$ cat src/rtl/led_pkg.sv
// Shared types and constants for the LED frame-buffer scan reader.
// Latency: n/a (declarations only).
// Backpressure: n/a.
package led_pkg;

  typedef enum logic [1:0] {
    IDLE  = 2'd0,
    LOAD  = 2'd1,
    BLANK = 2'd2,
    SHOW  = 2'd3
  } scan_state_t;

  localparam int LED_ROWS  = 8;
  localparam int LED_COLS  = 8;
  localparam int PIX_W     = 4;
  localparam int PWM_SLOTS = 16;
  localparam int SLOT_W    = 4;

  // Gamma curve, entry i at bits [i*PIX_W +: PIX_W]:
  // 0,0,0,1,1,2,2,3,4,5,6,8,9,11,13,15
  localparam logic [PWM_SLOTS*PIX_W-1:0] GAMMA_LUT = {
    4'd15, 4'd13, 4'd11, 4'd9, 4'd8, 4'd6, 4'd5, 4'd4,
    4'd3,  4'd2,  4'd2,  4'd1, 4'd1, 4'd0, 4'd0, 4'd0
  };

  function automatic logic [PIX_W-1:0] gamma_map(input logic [PIX_W-1:0] v);
    return GAMMA_LUT[int'(v)*PIX_W +: PIX_W];
  endfunction

endpackage

$ cat src/rtl/led_scan_reader_pwm_timer.sv
// PWM slot timer: PWM_DIV-cycle divider feeding a 4-bit slot counter.
// Latency: start pulse -> slot 0 / divider 0 in the following cycle.
// Backpressure: none; runs freely for 16 slots once started, then stops.
// Ports: clk/rst (sync, active-high); start begins a 16-slot run;
//        clear aborts and zeroes; slot = current slot index;
//        slot_end = last divider cycle of a slot; last = final cycle of slot 15.
module led_pwm_timer
  import led_pkg::*;
#(
  parameter int PWM_DIV = 64
) (
  input  logic              clk,
  input  logic              rst,
  input  logic              start,
  input  logic              clear,
  output logic [SLOT_W-1:0] slot,
  output logic              slot_end,
  output logic              last
);

  localparam int DIV_W = (PWM_DIV > 1) ? $clog2(PWM_DIV) : 1;
  localparam logic [DIV_W-1:0] DIV_MAX = DIV_W'(PWM_DIV - 1);

  logic [DIV_W-1:0] div_cnt;
  logic             active;

  always_ff @(posedge clk) begin
    if (rst || clear) begin
      active  <= 1'b0;
      div_cnt <= '0;
      slot    <= '0;
    end else if (start) begin
      active  <= 1'b1;
      div_cnt <= '0;
      slot    <= '0;
    end else if (active) begin
      if (div_cnt == DIV_MAX) begin
        div_cnt <= '0;
        // Slot wraps 15->0 only here, at the very end of the run.
        slot    <= slot + 1'b1;
        if (slot == SLOT_W'(PWM_SLOTS - 1)) begin
          active <= 1'b0;
        end
      end else begin
        div_cnt <= div_cnt + 1'b1;
      end
    end
  end

  assign slot_end = active && (div_cnt == DIV_MAX);
  assign last     = slot_end && (slot == SLOT_W'(PWM_SLOTS - 1));

endmodule

$ cat src/rtl/led_scan_reader.sv
// LED matrix scan reader: loads one 8-pixel row from the frame buffer, blanks, then PWMs it.
// Latency: 9 load + BLANK_CYCLES blank + 16*PWM_DIV show cycles per row; drives are registered.
// Backpressure: none; rows always complete, en is sampled only in IDLE and at end of a row.
// Ports: clk/rst (sync, active-high); en scan enable; rd_row/rd_col/rd_data frame-buffer
//        read port (data one cycle after address); row_sel one-hot row drive;
//        col_out column drive; frame_tick pulse after row 7; busy = not IDLE.
// Build option: define LED_SCAN_GAMMA_EN to pass captured pixels through the gamma table.
module led_scan_reader
  import led_pkg::*;
#(
  parameter int PWM_DIV      = 64,
  parameter int BLANK_CYCLES = 4
) (
  input  logic                clk,
  input  logic                rst,
  input  logic                en,
  output logic [2:0]          rd_row,
  output logic [2:0]          rd_col,
  input  logic [PIX_W-1:0]    rd_data,
  output logic [LED_ROWS-1:0] row_sel,
  output logic [LED_COLS-1:0] col_out,
  output logic                frame_tick,
  output logic                busy
);

  scan_state_t state, nxt_state;

  logic [2:0]          row, nxt_row;
  logic [3:0]          load_cnt;
  logic [7:0]          blank_cnt;
  logic [PIX_W-1:0]    pix [LED_COLS];
  logic [PIX_W-1:0]    pix_in;
  logic [2:0]          cap_idx;

  logic [SLOT_W-1:0]   slot, slot_nxt;
  logic                slot_end, show_last;
  logic                tmr_start, tmr_clear;

  logic [LED_ROWS-1:0] row_sel_nxt;
  logic [LED_COLS-1:0] col_out_nxt;
  logic                frame_tick_nxt;

  led_pwm_timer #(
    .PWM_DIV (PWM_DIV)
  ) u_pwm_timer (
    .clk      (clk),
    .rst      (rst),
    .start    (tmr_start),
    .clear    (tmr_clear),
    .slot     (slot),
    .slot_end (slot_end),
    .last     (show_last)
  );

`ifdef LED_SCAN_GAMMA_EN
  assign pix_in = gamma_map(rd_data);
`else
  assign pix_in = rd_data;
`endif

  // Load cycle k (1..8) captures the data addressed in cycle k-1.
  assign cap_idx = 3'(load_cnt - 4'd1);

  always_ff @(posedge clk) begin
    if (rst) begin
      state <= IDLE;
    end else begin
      state <= nxt_state;
    end
  end

  always_comb begin
    nxt_state      = state;
    nxt_row        = row;
    tmr_start      = 1'b0;
    frame_tick_nxt = 1'b0;
    case (state)
      IDLE: begin
        if (en) begin
          nxt_state = LOAD;
          nxt_row   = '0;
        end
      end
      LOAD: begin
        if (load_cnt == 4'(LED_COLS)) begin
          nxt_state = BLANK;
        end
      end
      BLANK: begin
        if (blank_cnt == 8'(BLANK_CYCLES - 1)) begin
          nxt_state = SHOW;
          tmr_start = 1'b1;
        end
      end
      SHOW: begin
        if (show_last) begin
          frame_tick_nxt = (row == 3'd7);
          if (en) begin
            nxt_state = LOAD;
            nxt_row   = row + 3'd1;
          end else begin
            nxt_state = IDLE;
            nxt_row   = '0;
          end
        end
      end
      default: nxt_state = IDLE;
    endcase

    tmr_clear = (state == IDLE);

    // Slot index that will be current next cycle; lets the drives be registered
    // yet still change exactly on slot boundaries.
    slot_nxt = '0;
    if (state == SHOW && !show_last) begin
      slot_nxt = slot_end ? slot + 1'b1 : slot;
    end

    row_sel_nxt = '0;
    col_out_nxt = '0;
    if (nxt_state == SHOW) begin
      row_sel_nxt = LED_ROWS'(1) << nxt_row;
      for (int c = 0; c < LED_COLS; c++) begin
        col_out_nxt[c] = (pix[c] > slot_nxt);
      end
    end

    rd_row = row;
    rd_col = '0;
    if (state == LOAD) begin
      rd_col = (load_cnt > 4'd7) ? 3'd7 : load_cnt[2:0];
    end
  end

  always_ff @(posedge clk) begin
    if (rst) begin
      row        <= '0;
      load_cnt   <= '0;
      blank_cnt  <= '0;
      row_sel    <= '0;
      col_out    <= '0;
      frame_tick <= 1'b0;
      for (int c = 0; c < LED_COLS; c++) begin
        pix[c] <= '0;
      end
    end else begin
      row        <= nxt_row;
      row_sel    <= row_sel_nxt;
      col_out    <= col_out_nxt;
      frame_tick <= frame_tick_nxt;
      load_cnt   <= (state == LOAD && load_cnt != 4'(LED_COLS)) ? load_cnt + 4'd1 : 4'd0;
      blank_cnt  <= (state == BLANK && nxt_state == BLANK) ? blank_cnt + 8'd1 : 8'd0;
      if (state == LOAD && load_cnt != 4'd0) begin
        pix[cap_idx] <= pix_in;
      end
    end
  end

  assign busy = (state != IDLE);

endmodule
$ cat config.mk
export PLATFORM = sky130hd
export DESIGN_NAME = led_scan_reader
export DESIGN_NICKNAME = d
export VERILOG_FILES = /design/src/rtl/led_pkg.sv /design/src/rtl/led_scan_reader_pwm_timer.sv /design/src/rtl/led_scan_reader.sv
export SDC_FILE = /design/constraint.sdc
export NUM_CORES = 1
export LEC_CHECK = 0
export CAP_MARGIN = 20
export CORE_MARGIN = 4
export CORE_UTILIZATION = 50
export DETAILED_ROUTE_END_ITERATION = 10
export PLACE_DENSITY = 0.7
export SYNTH_ARGS = -nofsm -noshare
export SYNTH_HDL_FRONTEND = slang
export SYNTH_HIERARCHICAL = 1
export SYNTH_SLANG_ARGS = --single-unit
$ cat constraint.sdc
create_clock -name clk -period 3.9 [get_ports clk]
set_input_delay 0.39 -clock clk [delete_from_list [all_inputs] [get_ports clk]]
set_output_delay 0.39 -clock clk [all_outputs]
set_load 0.1 [all_outputs]
Word level (Yosys, flattened, before mapping) --
Memory sizes are Yosys's and may differ from the RTL's. Cells that the tools add are included.
Cells by class: add/subtract/negate cells 6, magnitude comparators 9, eq/ne operators 11, shift-type cells 1, multiplexer cells 29, bitwise gates (word level) 5, reduce and logical (&&, ||, !) cells 18
Operators by type and width (count):
- greater-than comparator 4 bit | 8
- 2-to-1 mux 3 bit | 6
- 2-to-1 mux 1 bit | 13
- 2-to-1 mux 4 bit | 3
- adder 4 x 1 -> 4 bit (second input constant) | 2
- adder 8 x 1 -> 8 bit (second input constant) | 1
- == test 2 bit (second input constant) | 4
- == test 4 bit (second input constant) | 2
- == test 8 x 2 -> 1 bit (second input constant) | 1
- 2-to-1 mux 2 bit | 4
- one-hot mux 2 bit (4 select lines) | 1
- OR reduction 2 bit | 4
- << shifter 1 x 3 -> 8 bit (first input constant) | 1
- adder 6 x 1 -> 6 bit (second input constant) | 1
- == test 6 bit (second input constant) | 1
- logical AND 1 bit | 6
- 2-to-1 mux 6 bit | 1
- one-hot mux 3 bit (2 select lines) | 1
- inverter 1 bit | 5
- greater-than comparator 4 x 3 -> 1 bit (second input constant) | 1
- inequality test 4 bit (second input constant) | 1
- nonzero test 4 bit | 1
- OR reduction 4 bit | 1
- adder 3 x 1 -> 3 bit (second input constant) | 1
- other kinds (9) | 9
Storage, ports and cells: bits in registers 45, memory bits (writable) 32, input port bits 7, output and inout bits 24, word-level logic and storage cells 90, memories 1
Memory list:
- pix | words 8, bits a word 4, read ports 8, clocked after memory_dff 0, write ports 8, line led_scan_reader.sv:31 | logic [PIX_W-1:0] pix [LED_COLS];

Longest topological paths before layout --
Gate-level depths: netlist of the first run.
depth in word-level cells 9, gate-level depth with buffers 12, gate-level depth less buffers 10

Modules after synthesis --
The synthesis of the first run kept the hierarchy.
Modules (own cells, without submodules):
- led_scan_reader | instances 1, cells each 324, area each 3518.4 µm², sequential area each 1641.6 µm²
- led_pwm_timer | instances 1, cells each 64, area each 548.0 µm², sequential area each 220.2 µm²

Worst setup path before layout of the first run --
No wires, ideal clock.
kind register -> register, start point register u_pwm_timer.div_cnt[0], end point register col_out[6], setup time 0.103 ns, data arrival time 2.475 ns, data required time 3.797 ns, path slack 1.322 ns, stages on the path, launching flop included 13, buffers on the path 2, clock period less this slack 2.578 ns, cells stage by stage dfxtp_1 ha_1 nand4_2 buf_6 nor3_1 nor2b_1 clkbuf_1 and2_1 ha_1 nor2b_1 o21a_1 o21ai_0 a2111oi_2
Between the ends: word-level cells in the longest chain between the ends 8, elaborated cells on any way between the ends 13, classes of those cells 1 x order compare; 2 x eq/ne; 4 x mux; 1 x bitwise; 5 x reduce/logical
Ends and longest elaborated chain:
- from (decl) | line led_scan_reader_pwm_timer.sv:24 | logic [DIV_W-1:0] div_cnt;
- from (signal assigned) | line led_scan_reader_pwm_timer.sv:45 | div_cnt <= div_cnt + 1'b1;
- == test 6 bit * | line led_scan_reader_pwm_timer.sv:50 | assign slot_end = active && (div_cnt == DIV_MAX);
- logical AND 1 bit * | line led_scan_reader_pwm_timer.sv:50
- logical AND 1 bit * | line led_scan_reader_pwm_timer.sv:51 | assign last = slot_end && (slot == SLOT_W'(PWM_SLOTS - 1));
- net show_last | line led_scan_reader.sv:36 | logic slot_end, show_last;
- 2-to-1 mux 2 bit | line led_scan_reader.sv:96 | if (show_last) begin
- one-hot mux 2 bit (4 select lines) | line led_scan_reader.sv:77 | case (state)
- == test 2 bit | line led_scan_reader.sv:121 | if (nxt_state == SHOW) begin
- inverter 1 bit (no source line)
- OR reduction 2 bit (no source line)
- to (signal assigned) | line led_scan_reader.sv:149 | col_out <= col_out_nxt;
- to (decl) | line led_scan_reader.sv:21 | output logic [LED_COLS-1:0] col_out,
The timed path passes the listed nets; every way through them passes the cells marked *. A chain may end at the register's enable or synchronous reset.

Worst setup path after layout of the first run --
start point register u_pwm_timer.div_cnt[0], end point register col_out[0]
Same word-level chain as after synthesis.

==> results of run 1 <==
==> final cells by class <==
class	instances	area share [%]
Multi-Input combinational cell	273	43.80
Sequential cell	77	40.11
Timing Repair Buffer	31	6.631
Clock buffer	14	4.205
Tap cell	102	2.749
Inverter	28	2.264
Clock inverter	2	0.2426
==> cells by family after synthesis <==
kind of cell	synth area share, %
AOI/OAI and AO/OA	11.78
xor gates and xnor gates	3.446
adders and majority gates	13.54
buffers and inverters	4.215
DFF	45.78
muxes	0.2769
and+or+nand+nor	20.95
==> state kept, by name (all words and copies together), names as in the netlist <==
register / flops
u_pwm_timer/slot: 4
frame_tick: 1
rd_row: 3
row_sel: 8
blank_cnt: 8
state: 2
pix: 32
u_pwm_timer/active: 1
col_out: 8
u_pwm_timer/div_cnt: 6
load_cnt: 4
==> Yosys cell counts (2+ instances only) <==
library cell,n
a2111o_1,2
a2111oi_0,7
a211o_1,2
a21o_1,3
a21oi_1,9
and2_1,35
and3_1,3
and4_1,8
and4b_1,2
buf_2,2
buf_4,3
buf_6,2
clkbuf_1,3
dfxtp_1,45
edfxtp_1,32
ha_1,44
inv_1,28
nand2_1,17
nand2_2,2
nand3_1,6
nand4_1,5
nor2_1,21
nor2b_1,12
nor3_1,7
nor4_1,8
nor4b_1,2
o21a_1,11
o21ai_0,16
o22a_1,2
o311ai_1,2
o31ai_1,4
or2_2,8
or3_1,3
or4_1,2
xnor2_1,6
xor2_1,10
==> layout by cell type, fill, tap and decap left out, drive strengths merged, types with 4 or more instances in the layout <==
cell type,instances
ha,44
and2,35
o21ai,16
or2,8
clkbuf,14
and4,9
nand2,19
inv,29
clkdlybuf4s50,30
dfxtp,45
nor3,7
nor2b,12
xor2,10
xnor2,6
nand4,6
a21oi,10
nor4,8
nand3,6
edfxtp,32
o31ai,4
a2111oi,8
o21a,11
nor2,21
==> worst paths after layout <==
| kind | startpoint | endpoint | slack [ns] | cells after the start |
|---|---|---|---|---|
| min reg2reg | blank_cnt[0]$_SDFF_PP0_ | blank_cnt[0]$_SDFF_PP0_ | 0.44 | 1 |
| max | u_pwm_timer/div_cnt[0]$_SDFFE_PP0P_ | col_out[0]$_SDFF_PP0_ | 0.66 | 10 |
| max reg2reg | u_pwm_timer/div_cnt[0]$_SDFFE_PP0P_ | col_out[0]$_SDFF_PP0_ | 0.66 | 10 |
| min | blank_cnt[0]$_SDFF_PP0_ | blank_cnt[0]$_SDFF_PP0_ | 0.44 | 1 |
==> power groups by stage <==
| stage | clock network, mW | logic, mW | registers (mW) |
|---|---|---|---|
| after floorplan | 0 | 0.277 | 0.989 |
| final | 0.606 | 0.457 | 0.893 |
| after detailed placement | 0 | 0.455 | 0.910 |
| after global routing | 0.663 | 0.493 | 0.897 |
| after global placement | 0 | 0.450 | 0.911 |
| after CTS | 0.625 | 0.458 | 0.892 |
==> per-layer routing <==
| metal | global-route usage [%] | up-vias | share of wire, % |
|---|---|---|---|
| li1 | - | 1475 | - |
| met1 | 22.56 | 1290 | 47 |
| met2 | 27.85 | 51 | 47 |
| met3 | 3.929 | 10 | 4.6 |
| met4 | 6.513 | 0 | 1.7 |
| met5 | 0 | - | 0 |
==> reports/summary.log, run 1 <==
[outcome] outcome complete, no violations
[clocking] insertion delay of the later-clocked pin in the worst-skew pair 0.35 ns
[sta] final count of negative-setup-slack endpoints 0
[sta] worst slew margin relative to its limit 34.45%
[power] logic gate share of total power 23.4%
[final_layout] final layout net count 471
[power] total power after layout 1.955 mW
[sta] Worst Clk Skew 0.007870 ns
[worst_setup_path] critical path startpoint category register
[worst_setup_path] Bufs and invs on worst path 0
[flow_run] maximum capacitance violations 0
[die] area of the placeable core 7807 sq um
[sta] final max-slew violation count 0
[worst_hold_path] Hold Crit Class register to register
[yosys] Avg Cell Area, Syn 10.48 sq um
[die] Die Y 98.18 microns
[yosys] share of the yosys chip area belonging to registers 45.78%
[worst_setup_path] critical path arrival 3.45 ns
[final_layout] fraction of the core area covered by cells at the end of the flow 59.46%
[yosys] top-area cell type share of the netlist area 23.63%
[final_layout] total area of sequential cells 1862 sq um
[placement] weighted congestion reported at the end of routability-driven placement 0.7836
[global_route] overall global routing resource usage 17.22%
[clocking] Clock transition at path regs 0.08 ns
[routing] post-route antenna net violation count 0
[final_layout] area overhead of the layout relative to synthesis 14.15%
[routing] initial DRC count 107
[power] net load switching power 0.6353 mW
[routing] number of design rule violations left after detail routing 0
[sta] RSZ-0062 raised after global routing no
[placement] Placement Cell Area 4436 sq um
[power] power density over cell area 421.2 nW/um^2
[worst_setup_path] ordered cell list for the critical path ha_1 -> nand4_2 -> nor3_1 -> nor2b_1 -> nand2_1 -> ha_1 -> nor2b_1 -> o21a_1 -> o21ai_0 -> a2111oi_0
[worst_setup_path] Setup Crit Path Kind register to register
[power] Worst VDD drop 0.0002450 V
[sta] Highest Clock Rate 309.0 MHz
[power] internal power 1.320 mW
[sta] Fin Hold WS 0.4425 ns
[global_route] total overflow reported by the global router 0
[yosys] Post-Synthesis Cell Area 4066 sq um
[clocking] maximum number of buffers from clock root to sink 2
[yosys] top post-synthesis cells by area edfxtp_1 24%, dfxtp_1 22%, ha_1 14%, and2_1 5.4%, inv_1 2.6%
[placement] placement-stage worst setup slack 0.6811 ns
[worst_setup_path] Worst setup EP type register
[final_layout] antenna diode instance count 0
[final_layout] total area of multi-input combinational cells 2033 sq um
[clocking] hold buffers post-CTS 0
[final_layout] count of fill cells added during filler insertion 673
[global_route] pin count of the biggest net entering global routing 20
[clocking] total number of clock tree sinks 77
[global_route] first-pass GRT wire length 13.25 mm
[die] Die X 98.18 microns
[final_layout] fin area 4642 sq um
[sta] aggregate negative setup slack 0 ns
[yosys] Async S/R FF share, synth 0%
[clocking] Post CTS Setup Buffer Count 0
[placement] HPWL after detailed placement 5.466 mm
[routing] total wire length 7.667 mm
[sta] shortest period the worst path allows 3.236 ns
[die] cell row count 32
[final_layout] ratio of cells with drive above 1 in the final layout 7.294%
[clocking] TritonCTS Buffers 9
[worst_setup_path] Max FO, Critical Path 11
[yosys] Most used DFF post-synth dfxtp_1
[yosys] Net Count, Synth 439
[worst_setup_path] maximum single-stage delay on the critical path 0.54 ns
[placement] Cells after DPL 511
[clocking] post-CTS resize count 0
[routing] Routed wire per std cell 14.55 microns
[worst_setup_path] worst path required time 4.12 ns
[clocking] CTS Root Buffer Type clkbuf_8
[placement] count of input and output buffers 30
[yosys] number of flops mapped to enable cells by yosys 32
[sta] Final Hold Fails 0
[clocking] CTS tree built
[global_route] initial antenna violation count 0
[power] Sw Ratio 32.49%
[yosys] Yosys warning count 6
[yosys] distinct cell type count after synthesis 50
[power] leak pwr 1.791 nW
[global_route] number of global-route vias before repair 2,792
[sta] final worst-path setup slack 0.6638 ns
[routing] post-detailed-route via-to-cell ratio 5.362
[worst_setup_path] slowest stage cell, crit path nor2b_1
[power] Reg power frac 45.7%
[routing] number of optimization iterations in the first detailed-route pass 4
[sta] actual slew at the worst max-slew pin 0.9802 ns
[die] die outline area 9639 sq um
[power] Clk pwr share 31.0%
[yosys] post-synthesis sequential element count 77
[yosys] instance count of the mapped netlist 388
[die] Boundary Pins 31
[worst_setup_path] top cell family by delay on the critical path simple AND/OR/NAND/NOR gates
[yosys] cell type with the highest aggregate area in the netlist edfxtp_1
[sta] Tcrit/Tclk final 82.98%
[final_layout] number of non-filler instances in the completed layout 527
[routing] vias after detailed routing 2,826
[clocking] deepest level of the CTS H-tree 3
[die] Starting Density 52.08%
Power figures use the tool's default switching activity.
==> inputs of run 2 (changes only) <==
==> constraint.sdc (replaced) <==
create_clock -name clk -period 3.3 [get_ports clk]
set_input_delay 0.33 -clock clk [delete_from_list [all_inputs] [get_ports clk]]
set_output_delay 0.33 -clock clk [all_outputs]
set_load 0.1 [all_outputs]
==> reports/summary.log, run 2 (synthesis results as in run 1) <==
[outcome] outcome complete, no violations [unchanged]
[worst_setup_path] setup slack, reg-to-reg 0.40 ns [was 0.66 ns]
[sta] Fin Hold WS 0.4484 ns [was 0.4425 ns]
[clocking] post-CTS resize count 0 [unchanged]
[sta] final count of negative-setup-slack endpoints 0 [unchanged]
[clocking] hold buffers post-CTS 0 [unchanged]
[worst_setup_path] crit path capture col_out[1]$_SDFF_PP0_ [was col_out[0]$_SDFF_PP0_]
[final_layout] most frequent standard cell in the layout excluding fill and tap cells dfxtp_1 [unchanged]
[routing] vias after detailed routing 2,896 [was 2,826]
[final_layout] register bank with the most flops pix [unchanged]
[worst_setup_path] critical path startpoint category register [unchanged]
[worst_setup_path] worst path required time 3.51 ns [was 4.12 ns]
[routing] Routed met1 length 3.849 mm [was 3.610 mm]
[power] power density over cell area 492.4 nW/um^2 [was 421.2 nW/um^2]
[die] cell row count 32 [unchanged]
[clocking] CTS Root Buffer Type clkbuf_8 [unchanged]
[power] Worst VDD drop 0.0002332 V [was 0.0002450 V]
[routing] total wire length 7.863 mm [was 7.667 mm]
[worst_setup_path] start point of the critical path u_pwm_timer/div_cnt[0]$_SDFFE_PP0P_ [unchanged]
[final_layout] area overhead of the layout relative to synthesis 14.95% [was 14.15%]
[die] Die Y 98.18 microns [unchanged]
[final_layout] number of non-filler instances in the completed layout 534 [was 527]
[sta] shortest period the worst path allows 2.895 ns [was 3.236 ns]
[sta] actual slew at the worst max-slew pin 0.9799 ns [was 0.9802 ns]
[sta] final max-slew violation count 0 [unchanged]
[worst_setup_path] Setup Crit Path Kind register to register [unchanged]
[die] die outline area 9639 sq um [unchanged]
[final_layout] fin area 4674 sq um [was 4642 sq um]
[placement] count of input and output buffers 30 [unchanged]
[global_route] number of global-route vias before repair 2,914 [was 2,792]
[sta] Highest Clock Rate 345.4 MHz [was 309.0 MHz]
[clocking] total number of clock tree sinks 77 [unchanged]
[final_layout] number of flip-flops in the largest register 32 [unchanged]
[die] Boundary Pins 31 [unchanged]
[worst_setup_path] Max FO, Critical Path 11 [unchanged]
[global_route] first-pass GRT wire length 13.74 mm [was 13.25 mm]
[routing] initial DRC count 98 [was 107]
[clocking] deepest level of the CTS H-tree 3 [unchanged]
[sta] aggregate negative setup slack 0 ns [unchanged]
[worst_setup_path] critical path arrival 3.11 ns [was 3.45 ns]
[routing] post-route antenna net violation count 0 [unchanged]
[routing] uppermost layer routed met4 [unchanged]
[worst_setup_path] Reg-to-Reg Start u_pwm_timer/div_cnt[0]$_SDFFE_PP0P_ [unchanged]
[placement] HPWL after detailed placement 5.701 mm [was 5.466 mm]
[sta] Final Hold Fails 0 [unchanged]
[global_route] pin count of the biggest net entering global routing 18 [was 20]
[clocking] insertion delay of the later-clocked pin in the worst-skew pair 0.35 ns [about the same]
[sta] RSZ-0062 raised after global routing no [unchanged]
[worst_setup_path] number of cells traversed by the worst register-to-register path 11 [was 10]
[worst_setup_path] Worst setup EP type register [unchanged]
[sta] Worst Clk Skew 0.009296 ns [was 0.007870 ns]
[global_route] overall global routing resource usage 17.64% [was 17.22%]
[sta] final worst-path setup slack 0.4045 ns [was 0.6638 ns]
[final_layout] ratio of cells with drive above 1 in the final layout 9.954% [was 7.294%]
[final_layout] final layout net count 478 [was 471]
[final_layout] fraction of the core area covered by cells at the end of the flow 59.87% [was 59.46%]
[clocking] TritonCTS Buffers 9 [unchanged]
[clocking] Clock transition at path regs 0.08 ns [about the same]
[clocking] maximum number of buffers from clock root to sink 2 [unchanged]
[placement] weighted congestion reported at the end of routability-driven placement 0.8323 [was 0.7836]
[placement] Cells after DPL 518 [was 511]
[final_layout] antenna diode instance count 0 [unchanged]
[worst_hold_path] Hold Crit Class register to register [unchanged]
[sta] Tcrit/Tclk final 87.74% [was 82.98%]
[placement] placement-stage worst setup slack 0.4424 ns [was 0.6811 ns]
[power] total power after layout 2.302 mW [was 1.955 mW]
[power] leak pwr 1.830 nW [was 1.791 nW]
[die] Starting Density 52.08% [unchanged]
[global_route] initial antenna violation count 0 [unchanged]
[flow_run] maximum capacitance violations 0 [unchanged]
[worst_setup_path] Critical R2R Capture col_out[1]$_SDFF_PP0_ [was col_out[0]$_SDFF_PP0_]
[routing] sum of met3 wire segment lengths after detailed routing 229 microns [was 355 microns]
[routing] post-detailed-route via-to-cell ratio 5.423 [was 5.362]
[clocking] Post CTS Setup Buffer Count 0 [unchanged]
[die] area of the placeable core 7807 sq um [unchanged]
[placement] Placement Cell Area 4478 sq um [was 4436 sq um]
[routing] number of design rule violations left after detail routing 0 [unchanged]
[routing] Routed wire per std cell 14.72 microns [was 14.55 microns]
[sta] worst slew margin relative to its limit 34.47% [was 34.45%]
[clocking] CTS tree built [unchanged]
[worst_hold_path] number of instances on the worst hold path 1 [unchanged]
[die] Die X 98.18 microns [unchanged]
[final_layout] leading cell types in the layout, fill and taps excluded 45 x dfxtp_1, 44 x ha_1, 35 x and2_1 [unchanged]
[routing] routed wire length on met2 3.661 mm [was 3.573 mm]
[routing] number of optimization iterations in the first detailed-route pass 4 [unchanged]
[global_route] total overflow reported by the global router 0 [unchanged]
[run 2: power by group]
group	switching (mW)	internal (mW)	total [mW]
clock network	0.340	0.359	0.699
registers	0.0272	1.03	1.06
logic	0.394	0.153	0.548
total	0.761	1.54	2.30
[run 2: worst min path at each step]
| stage | startpoint | endpoint | slack [ns] |
|---|---|---|---|
| 3_3_place_gp | blank_cnt[0]$_SDFF_PP0_ | blank_cnt[0]$_SDFF_PP0_ | 0.43 |
| 4_1_cts | blank_cnt[0]$_SDFF_PP0_ | blank_cnt[0]$_SDFF_PP0_ | 0.46 |
| 6_report | blank_cnt[0]$_SDFF_PP0_ | blank_cnt[0]$_SDFF_PP0_ | 0.45 |
| 5_1_grt | blank_cnt[0]$_SDFF_PP0_ | blank_cnt[0]$_SDFF_PP0_ | 0.48 |
| 2_1_floorplan | rst | u_pwm_timer/active$_SDFF_PP0_ | 0.40 |
| 3_5_place_dp | blank_cnt[0]$_SDFF_PP0_ | blank_cnt[0]$_SDFF_PP0_ | 0.44 |
[run 2: layout make-up]
type / count / area [sq um]
fillers: 678 / 3133
inverters: 28 / 105.1
repair buffers: 38 / 350.3
flip-flops and latches: 77 / 1862
clock inverters: 3 / 16.27
multi-input cells: 273 / 2033
well taps: 102 / 127.6
clock buffers: 13 / 180.2
[run 2: critical path, stage by stage (launching register included)]
cell and delay, ns:
dfxtp_1 0.38, ha_1 0.23, nand4_2 0.25, nor2_1 0.33
mux2_2 0.37, nand2_1 0.10, buf_4 0.18, ha_1 0.15
nor2b_1 0.13, o21a_1 0.11, o21ai_0 0.07, a2111oi_0 0.45
[run 2: routing by layer]
layer	track usage [%]	vias up
li1	-	1487
met1	24.20	1370
met2	27.80	28
met3	3.500	11
met4	6.303	0
met5	0	-
